==> config.mk <==
export PLATFORM = sky130hd
export DESIGN_NAME = sel_pipe_stage
export DESIGN_NICKNAME = d
export VERILOG_FILES = /design/src/rtl/float_adder_pkg.sv /design/src/rtl/pipe_skid_buf.sv /design/src/rtl/sel_pipe_stage.sv
export SDC_FILE = /design/constraint.sdc
export NUM_CORES = 1
export LEC_CHECK = 0
export BUFFER_PORTS_ARGS = -buffer_cell sky130_fd_sc_hd__buf_2
export CORE_UTILIZATION = 39
export CTS_CLUSTER_SIZE = 14
export DETAILED_ROUTE_END_ITERATION = 7
export GPL_ROUTABILITY_DRIVEN = 1
export GPL_TIMING_DRIVEN = 0
export HOLD_SLACK_MARGIN = 0.15
export PLACE_DENSITY = 0.77
export SYNTH_ARGS = -nofsm -noshare
export SYNTH_HDL_FRONTEND = slang
export SYNTH_SLANG_ARGS = --single-unit
==> constraint.sdc <==
create_clock -name clk -period 2.2 [get_ports clk]
set_input_delay 0.44 -clock clk [delete_from_list [all_inputs] [get_ports clk]]
set_output_delay 0.44 -clock clk [all_outputs]
set_load 0.05 [all_outputs]
==> src/rtl/float_adder_pkg.sv <==
// float_adder_pkg
//   Shared constants and types for the float_adder datapath.
//   FRAC_W       : default fraction/candidate word width
//   SEL_*        : candidate indices for the standard result selector inputs
//   skid_act_e   : per-edge update chosen by the 2-entry skid buffer
package float_adder_pkg;

  localparam int unsigned FRAC_W = 28;

  localparam int unsigned SEL_BIG_ALU = 0;
  localparam int unsigned SEL_FRA     = 1;
  localparam int unsigned SEL_SHIFT   = 2;

  typedef enum logic [2:0] {
    SKID_HOLD,        // nothing moves
    SKID_LOAD_MAIN,   // incoming beat written to main (main empty or being drained)
    SKID_PROMOTE,     // main drained, skid entry moves up into main
    SKID_EMPTY_MAIN,  // main drained, nothing to refill it
    SKID_LOAD_SKID    // main stalled, incoming beat parked in skid
  } skid_act_e;

endpackage

==> src/rtl/pipe_skid_buf.sv <==
// pipe_skid_buf
//   Generic 2-entry valid/ready skid buffer. The main entry drives the outputs
//   directly; the skid entry absorbs one beat while downstream stalls.
//   in_ready is a pure flop output, so out_ready never reaches upstream
//   combinationally.
// Ports
//   clk       in   clock, rising edge
//   res       in   synchronous active-high reset
//   in_valid  in   upstream beat present
//   in_ready  out  buffer can accept a beat this cycle
//   in_data   in   WIDTH beat payload
//   out_valid out  main entry holds a beat
//   out_ready in   downstream accepts this cycle
//   out_data  out  WIDTH main entry payload
module pipe_skid_buf
  import float_adder_pkg::*;
#(
  parameter int unsigned WIDTH = 29
) (
  input  logic             clk,
  input  logic             res,
  input  logic             in_valid,
  output logic             in_ready,
  input  logic [WIDTH-1:0] in_data,
  output logic             out_valid,
  input  logic             out_ready,
  output logic [WIDTH-1:0] out_data
);

  logic             main_v;
  logic             skid_v;
  logic [WIDTH-1:0] main_d;
  logic [WIDTH-1:0] skid_d;
  logic             accept;
  logic             drain;
  skid_act_e        act;

  assign in_ready  = !skid_v;
  assign out_valid = main_v;
  assign out_data  = main_d;

  assign accept = in_valid && !skid_v;
  assign drain  = main_v && out_ready;

  always_comb begin
    act = SKID_HOLD;
    if (!main_v) begin
      if (accept) act = SKID_LOAD_MAIN;
    end else if (drain) begin
      // skid full implies accept is low, so promotion never races a new beat
      if (skid_v)      act = SKID_PROMOTE;
      else if (accept) act = SKID_LOAD_MAIN;
      else             act = SKID_EMPTY_MAIN;
    end else if (accept) begin
      act = SKID_LOAD_SKID;
    end
  end

  always_ff @(posedge clk) begin
    if (res) begin
      main_v <= 1'b0;
      skid_v <= 1'b0;
      main_d <= '0;
      skid_d <= '0;
    end else begin
      case (act)
        SKID_LOAD_MAIN: begin
          main_v <= 1'b1;
          main_d <= in_data;
        end
        SKID_PROMOTE: begin
          main_d <= skid_d;
          skid_v <= 1'b0;
        end
        SKID_EMPTY_MAIN: begin
          main_v <= 1'b0;
        end
        SKID_LOAD_SKID: begin
          skid_v <= 1'b1;
          skid_d <= in_data;
        end
        default: ;
      endcase
    end
  end

endmodule

==> src/rtl/sel_pipe_stage.sv <==
// sel_pipe_stage
//   Registered NUM_IN-way result selector for the float_adder datapath with a
//   valid/ready handshake and a 2-entry skid buffer. The chosen candidate and an
//   out-of-range flag are captured with the beat and emitted one cycle later.
// Ports
//   clk       in   clock, rising edge
//   res       in   synchronous active-high reset
//   in_valid  in   upstream beat present
//   in_ready  out  stage can accept a beat this cycle
//   sel       in   SEL_W candidate index for this beat
//   in_data   in   NUM_IN*WIDTH packed candidates, word k at [k*WIDTH +: WIDTH]
//   out_valid out  output beat present
//   out_ready in   downstream accepts this cycle
//   out_data  out  WIDTH selected word (0 when sel out of range)
//   out_err   out  beat had sel >= NUM_IN
module sel_pipe_stage
  import float_adder_pkg::*;
#(
  parameter  int unsigned WIDTH  = FRAC_W,
  parameter  int unsigned NUM_IN = 2,
  localparam int unsigned SEL_W  = (NUM_IN > 1) ? $clog2(NUM_IN) : 1
) (
  input  logic                    clk,
  input  logic                    res,
  input  logic                    in_valid,
  output logic                    in_ready,
  input  logic [SEL_W-1:0]        sel,
  input  logic [NUM_IN*WIDTH-1:0] in_data,
  output logic                    out_valid,
  input  logic                    out_ready,
  output logic [WIDTH-1:0]        out_data,
  output logic                    out_err
);

  logic [WIDTH-1:0] sel_word;
  logic             sel_err;
  logic [WIDTH:0]   buf_out;

  always_comb begin
    sel_word = '0;
    sel_err  = 1'b1;
    for (int unsigned k = 0; k < NUM_IN; k++) begin
      if (32'(sel) == k) begin
        sel_word = in_data[k*WIDTH +: WIDTH];
        sel_err  = 1'b0;
      end
    end
  end

  pipe_skid_buf #(
    .WIDTH(WIDTH + 1)
  ) u_skid (
    .clk      (clk),
    .res      (res),
    .in_valid (in_valid),
    .in_ready (in_ready),
    .in_data  ({sel_err, sel_word}),
    .out_valid(out_valid),
    .out_ready(out_ready),
    .out_data (buf_out)
  );

  assign out_err  = buf_out[WIDTH];
  assign out_data = buf_out[WIDTH-1:0];

endmodule

# Yosys cells after proc, flatten, opt, wreduce, memory -nomap -nowiden
# Index checks and enable logic that the tools add are counted.
dict set report op_classes {
  n_eq_ne 4
  mux 10
  n_reduce_logical 6
}
# op n
set op_table {}
lappend op_table {{29-bit one-hot mux with 2 select lines} 1}
lappend op_table {{28-bit 2-to-1 mux} 1}
lappend op_table {{3-bit 2-to-1 mux} 4}
lappend op_table {{3-bit by 2-bit equality test with 1-bit output (second input constant)} 2}
lappend op_table {{2-bit nonzero test} 3}
lappend op_table {{1-bit one-hot mux with 2 select lines} 2}
lappend op_table {{3-bit by 1-bit equality test with 1-bit output (second input constant)} 1}
lappend op_table {{3-bit equality test (second input constant)} 1}
lappend op_table {{1-bit logical AND} 2}
lappend op_table {{2-bit 2-to-1 mux} 1}
lappend op_table {{1-bit zero test} 1}
lappend op_table {{1-bit 2-to-1 mux} 1}
dict set report totals {
  regBits 59
  inputBits 61
  output_inout_bits 31
  word_cells 24
}

# Depth between registers and ports, before layout
# Gate-level depths: netlist (run 1).
dict set report logic_depth {
  word_depth 8
  ltp_mapped 5
  ltp_nobuf 3
}

# Modules after synthesis
# Synthesis (run 1) repeated with hierarchy kept, for this count alone.
dict set report unflattened {
  hier_cells 302
  area_unflattened_um2 2821.5
}
# mod instances cells_per_inst area_each_um2 seq_area_each_um2
set by_module_without_submodules {}
lappend by_module_without_submodules {pipe_skid_buf 1 270 2376.0 1201.2}
lappend by_module_without_submodules {sel_pipe_stage 1 32 445.4 0.0}

# Worst setup path after synthesis (run 1)
# OpenSTA, ideal clock, no wires.
dict set report synth_timing {
  kind {register to register}
  startpoint {register u_skid.main_v (netlist: u_skid.out_valid)}
  endpoint {register u_skid.skid_d[17]}
  setup_ns 0.128
  arrival_time_ns 1.534
  t_required_ns 2.072
  path_slack_ns 0.539
  stages_incl_launch_ff 6
  n_path_buf 2
  synth_period_minus_slack_ns 1.661
  cell_sequence {dfxtp_1 > and4bb_1 > buf_6 > buf_6 > mux2i_1 > nor2_1}
}
dict set report synth_via {
  elab_chain_len 4
}
# element line
set synth_rtl {}
lappend synth_rtl {{from (decl)} pipe_skid_buf.sv:30} ;# logic main_v;
lappend synth_rtl {{from (signal assigned)} pipe_skid_buf.sv:61} ;# main_v <= 1'b0;
lappend synth_rtl {{from (signal assigned)} pipe_skid_buf.sv:68} ;# main_v <= 1'b1;
lappend synth_rtl {{from (signal assigned)} pipe_skid_buf.sv:76} ;# main_v <= 1'b0;
lappend synth_rtl {{1-bit logical AND} pipe_skid_buf.sv:43} ;# assign drain = main_v && out_ready;
lappend synth_rtl {{3-bit 2-to-1 mux} pipe_skid_buf.sv:49} ;# end else if (drain) begin
lappend synth_rtl {{3-bit 2-to-1 mux *} pipe_skid_buf.sv:47} ;# if (!main_v) begin
lappend synth_rtl {{3-bit equality test *} pipe_skid_buf.sv:66} ;# case (act)
lappend synth_rtl {{to (signal assigned)} pipe_skid_buf.sv:80} ;# skid_d <= in_data;
lappend synth_rtl {{to (decl)} pipe_skid_buf.sv:33} ;# logic [WIDTH-1:0] skid_d;
# Mark *: on every way between the ends. The rest lies on a longest branch, timed or not.
# A chain may end at the register's enable or synchronous reset.

# Final worst setup path (run 1)
dict set report layout_timing {
  startpoint {register u_skid.skid_v}
  endpoint {register u_skid.main_d[16] (netlist: u_skid.out_data[16])}
}
dict set report layout_via {
  elab_chain_len 8
  elab_cells_between_ends 12
  cone_classes {eq/ne (2); mux (7); reduce/logical (3)}
}
# element line
set layout_rtl {}
lappend layout_rtl {{from (decl)} pipe_skid_buf.sv:31} ;# logic skid_v;
lappend layout_rtl {{from (signal assigned)} pipe_skid_buf.sv:62} ;# skid_v <= 1'b0;
lappend layout_rtl {{from (signal assigned)} pipe_skid_buf.sv:73} ;# skid_v <= 1'b0;
lappend layout_rtl {{from (signal assigned)} pipe_skid_buf.sv:79} ;# skid_v <= 1'b1;
lappend layout_rtl {{1-bit zero test} pipe_skid_buf.sv:42} ;# assign accept = in_valid && !skid_v;
lappend layout_rtl {{1-bit logical AND} pipe_skid_buf.sv:42}
lappend layout_rtl {{2-bit 2-to-1 mux} pipe_skid_buf.sv:52} ;# else if (accept) act = SKID_LOAD_MAIN;
lappend layout_rtl {{3-bit 2-to-1 mux} pipe_skid_buf.sv:51} ;# if (skid_v) act = SKID_PROMOTE;
lappend layout_rtl {{3-bit 2-to-1 mux} pipe_skid_buf.sv:49}
lappend layout_rtl {{3-bit 2-to-1 mux *} pipe_skid_buf.sv:47}
lappend layout_rtl {{3-bit by 2-bit equality test with 1-bit output or 3-bit by 1-bit equality test with 1-bit output (tied branches)} pipe_skid_buf.sv:66}
lappend layout_rtl {{29-bit one-hot mux with 2 select lines or 2-bit nonzero test (tied branches)} -}
lappend layout_rtl {{to (signal assigned)} pipe_skid_buf.sv:69} ;# main_d <= in_data;
lappend layout_rtl {{to (signal assigned)} pipe_skid_buf.sv:72} ;# main_d <= skid_d;
lappend layout_rtl {{to (decl)} pipe_skid_buf.sv:32} ;# logic [WIDTH-1:0] main_d;
# Mark *: on every way between the ends. The rest lies on a longest branch, timed or not. The select of a mux whose other input is x is not followed.

==> results.cfg, run 1 <==
[global_route]
overflow = 0
grt_pass1_wl_mm = 9.54
grt_antenna_before_repair = 0
first_global_vias = 2034
track_usage_pct = 17.1
grt_max_degree = 12

[logic_synthesis]
ys_seq_area_share_pct = 43.7
syn_avg_cell_area_um2 = 11.1
synthAdderAreaFrac_pct = 0
yosysTopAreaCellShare_pct = 43.7
synth_area_um2 = 2660
synth.area.top_cells = dfxtp_1 (44%), mux2i_1 (17%), o2bb2ai_1 (8.6%)
syn_nets = 301
synth_largest_area_cell = dfxtp_1
synth_seq_cells = 58
yosys.area_share.xor_xnor_pct = 0
synthSimpleGateAreaFrac_pct = 5.41
synth_mux_area_share_pct = 30.0
ys_types = 23
synth_top_family_by_area = multiplexers
syn_inst = 240
synth-compound-area-share_pct = 14.0
yosys_warnings = 0

[sta]
final.setup_skew_ps = 8.48
finalHoldViolations = 0
rsz0062_at_grt = false
setup_viol = 0
period_minus_slack_ps = 1560
fin_ws_ps = 643
timing.setup.tns_ps = 0
fmax_mhz = 642
holdWs_ps = 361
period_share_pct = 70.8
drv_slew = 0

[placement]
port_buffers = 89
place_congestion = 0.721
dp_hpwl_mm = 4.08
dpl_cell_area_um2 = 3200
dp.cells = 406
post-place-ws_ps = 530

[final_layout]
stdcell_area_um2 = 3420
diodes = 0
fin_util_pct = 52.9
mostFrequentLayoutCells = buf_2 (95), dfxtp_1 (58), mux2i_1 (46)
nets = 401
syn_to_final_growth_pct = 28.6
final_layout_size_suffix_gt1_share_pct = 42.3
fin_cells = 422
mostFrequentLayoutCell = buf_2

[drt]
dr.max_layer_used = met4
met2_length_mm = 2.76
routed-wl-met3_um = 324
route.detailed.drc = 14
drt_iter0_drc = 64
wire_per_inst_um = 13.8
wl_met1_mm = 2.66
vias = 2101
first_pass_iters = 6
routed_wirelength_mm = 5.80
postRouteAntennaNets = 0
viasPerCell = 4.98

[setup_path]
arrival_ps = 1770
crit_type = reg2reg
startpoint_type = flop
critical_path_required_ps = 2410
path_max_fanout = 10
cp-end-kind = flop

[hold_path]
min_path_type = in2reg

[clocking]
root_buffer = clkbuf_8
ctsHoldBuffers = 0
cts_buffers = 9
worstSkewPairLatency_ps = 330
cts.htree.levels = 3
cts_buffer_depth = 2
path_clk_slew_ps = 60
tritoncts = done
cts_num_sinks = 58
cts_resized = 0
cts_setup_buffers = 0

[status]
violations = DRC
status = complete, but fails checks

[pwr]
power.leakage_nw = 1.58
vdd_drop_max_mv = 0.491
power.density_nw_per_um2 = 790
p_total_mw = 2.70

[floorplan]
core_um2 = 6460
die_y_um = 84.6
boundaryPins = 92
fp-row-count = 29
initial_utilization_pct = 41.2
die_w_um = 84.6
dieArea_um2 = 7150

[flow_run]
drv_cap = 0
==> per-layer routing <==
layer	global-route usage (%)	up-vias
li1	-	1062
met1	21.0	973
met2	28.9	61
met3	5.90	5
met4	4.01	0
met5	0	-
==> state kept, by name, summed over array words and instances (netlist names) <==
register	flops
u_skid.out_data	28
u_skid.skid_d	28
u_skid.out_valid	1
u_skid.skid_v	1
==> synthesized netlist by cell type (all sizes together) <==
| master | count |
|---|---|
| inv | 12 |
| dfxtp | 58 |
| a211oi | 11 |
| nand3 | 1 |
| clkbuf | 3 |
| nor2 | 28 |
| nand2b | 1 |
| buf | 15 |
| conb | 1 |
| o2bb2ai | 28 |
| nand2 | 1 |
| a21oi | 3 |
| o21ai | 1 |
| and4bb | 1 |
| mux2i | 46 |
| nand3b | 1 |
| mux2 | 29 |
==> final timing paths <==
kind | end | from | slack (ps) | cells after the start
worst max-delay path | u_skid.out_data[16]$_SDFFE_PP0P_ | u_skid.skid_v$_SDFFE_PP0P_ | 640 | 4
worst min-delay path | u_skid.skid_v$_SDFFE_PP0P_ | out_ready | 360 | 2
worst max register to register | u_skid.out_data[16]$_SDFFE_PP0P_ | u_skid.skid_v$_SDFFE_PP0P_ | 640 | 4
worst min register to register | u_skid.out_data[5]$_SDFFE_PP0P_ | u_skid.out_data[5]$_SDFFE_PP0P_ | 460 | 1
==> final cells by class <==
class | instances | area, um^2
buffer | 18 | 135
timing repair buffer | 89 | 445
inverter | 12 | 45.0
sequential | 58 | 1160
fill | 603 | 3040
multi-input combinational | 152 | 1320
tap | 77 | 96.3
clock inverter | 7 | 93.8
clock buffer | 9 | 124
==> where the power goes <==
group,switching [mW],internal [mW],leakage [nW]
sequential,0.0336,1.11,0.474
clock,0.428,0.634,0.105
combinational,0.312,0.182,1.00
==> cells by family after synthesis <==
kind of cell           Yosys count
AND/OR/NAND/NOR                 33
flip-flops                      58
multiplexers                    75
buffers and inverters           30
other                            1
AO/OA/AOI/OAI                   43
==> critical path, cell delays in order (launching register included) <==
cell,delay [ps]
dfxtp_1,430
mux2_4,350
nand3b_2,230
buf_2,310
o2bb2ai_1,110
Power figures use the tool's default switching activity.
==> run 2, diff against run 1 <==
- clock period: 2.2 -> 1.52 ns (I/O delays scaled with it)
==> run 2 against run 1 <==
Against the previous run: sequential power is 46% higher; register-to-register slack got worse by 560 ps; wire length is 4.4% higher; critical path depth is 1 higher; final cell count up 0.71%; utilization rose by 1.1 points; hold slack got worse by 160 ps; sequential cell count did not move; the flow still finishes with violations (DRC).
==> results.cfg, run 2 (same netlist as run 1, synthesis figures left out) <==
[setup_path]
crit_type = reg2reg
critical_path_required_ps = 1790
path_max_fanout = 10
arrival_ps = 1700
cp-end-kind = flop
startpoint_type = flop
reg2reg_depth = 5

[pwr]
vdd_drop_max_mv = 0.766
power.density_nw_per_um2 = 1150
power.leakage_nw = 1.62

[sta]
final.setup_skew_ps = 6.17
timing.setup.tns_ps = 0
fmax_mhz = 696
holdWs_ps = 204
period_minus_slack_ps = 1440
setup_viol = 0
period_share_pct = 94.6
rsz0062_at_grt = false
finalHoldViolations = 0
drv_slew = 0

[hold_path]
whs_path_depth = 2
min_path_type = in2reg

[final_layout]
syn_to_final_growth_pct = 31.2
multi_input_area_um2 = 1330
mostFrequentLayoutCells = buf_2 (93), dfxtp_1 (57), mux2i_1 (46)
mostFrequentLayoutCell = buf_2
final_layout_size_suffix_gt1_share_pct = 43.1
nets = 404
fin_cells = 425
fillers = 586
seqCellArea_um2 = 1160
diodes = 0

[drt]
drt_iter0_drc = 60
wire_per_inst_um = 14.2
first_pass_iters = 6
route.detailed.drc = 14
viasPerCell = 5.01
vias = 2129
postRouteAntennaNets = 0
routed_wirelength_mm = 6.06

[floorplan]
boundaryPins = 92
initial_utilization_pct = 41.2
die_y_um = 84.6
dieArea_um2 = 7150
core_um2 = 6460
die_w_um = 84.6
fp-row-count = 29

[clocking]
path_clk_slew_ps = 70
tritoncts = done
cts_num_sinks = 58
cts.htree.levels = 3
worstSkewPairLatency_ps = 340
cts_buffer_depth = 2
root_buffer = clkbuf_8
cts_buffers = 9

[flow_run]
drv_cap = 0

[placement]
port_buffers = 89
dp.cells = 406
place_congestion = 0.722
dp_hpwl_mm = 4.19

[global_route]
grt_max_degree = 12
grt_antenna_before_repair = 0
first_global_vias = 2112
overflow = 0
grt_pass1_wl_mm = 9.81
track_usage_pct = 17.7

[status]
status = complete, but fails checks
violations = DRC
-- run 2: stage by stage --
step	power, mW	util (%)	setup WS [ps]	instance area, um^2
after floorplan	2.20	-	71.8	2660
after global placement	2.40	49.6	31.1	3200
after detailed placement	2.41	49.6	-32.3	3200
after CTS	4.04	53.6	32.3	3460
after global routing	4.19	54.0	2.85	3490
final	4.01	54.0	82.5	3490
-- run 2: report_power, final --
| group | internal, mW | switching [mW] | total (mW) |
|---|---|---|---|
| sequential | 1.61 | 0.0494 | 1.66 |
| clock | 0.969 | 0.639 | 1.61 |
| combinational | 0.281 | 0.458 | 0.739 |
| total | 2.86 | 1.15 | 4.01 |
-- run 2: final timing paths --
check                                     endpoint  slack, ps                       startpoint
setup / recovery  u_skid.out_data[15]$_SDFFE_PP0P_         80       u_skid.skid_v$_SDFFE_PP0P_
hold / removal          u_skid.skid_v$_SDFFE_PP0P_        200                        out_ready
hold reg to reg    u_skid.out_data[7]$_SDFFE_PP0P_        460  u_skid.out_data[7]$_SDFFE_PP0P_
setup reg to reg  u_skid.out_data[15]$_SDFFE_PP0P_         80       u_skid.skid_v$_SDFFE_PP0P_
-- run 2: cell type report --
| class | count | share of cell area [%] |
|---|---|---|
| Multi-Input combinational cell | 152 | 38.0 |
| Sequential cell | 58 | 33.3 |
| Timing Repair Buffer | 92 | 14.1 |
| Buffer | 18 | 4.02 |
| Clock buffer | 10 | 3.94 |
| Tap cell | 77 | 2.76 |
| Clock inverter | 6 | 2.55 |
| Inverter | 12 | 1.29 |
-- run 2: timing repair --
action	in CTS	in global routing
pin swaps	1	0
hold buffers	0	0
buffers inserted	2	1
setup endpoints to repair	20	25
resized for setup	2	1
gates cloned	0	0
-- run 2: critical path, cell delays in order (launching register included) --
cell and delay, ps:
dfxtp_1 430, mux2_4 360, a21oi_4 170, buf_12 140, buf_6 150, o2bb2ai_1 120
-- run 2: per-layer routing --
| metal | global-route usage, % | share of wire [%] | vias up |
|---|---|---|---|
| met2 | 29.9 | 46 | 68 |
| li1 | - | - | 1073 |
| met3 | 3.54 | 4.7 | 13 |
| met4 | 9.40 | 2.2 | 0 |
| met5 | 0 | 0 | - |
| met1 | 21.1 | 47 | 975 |
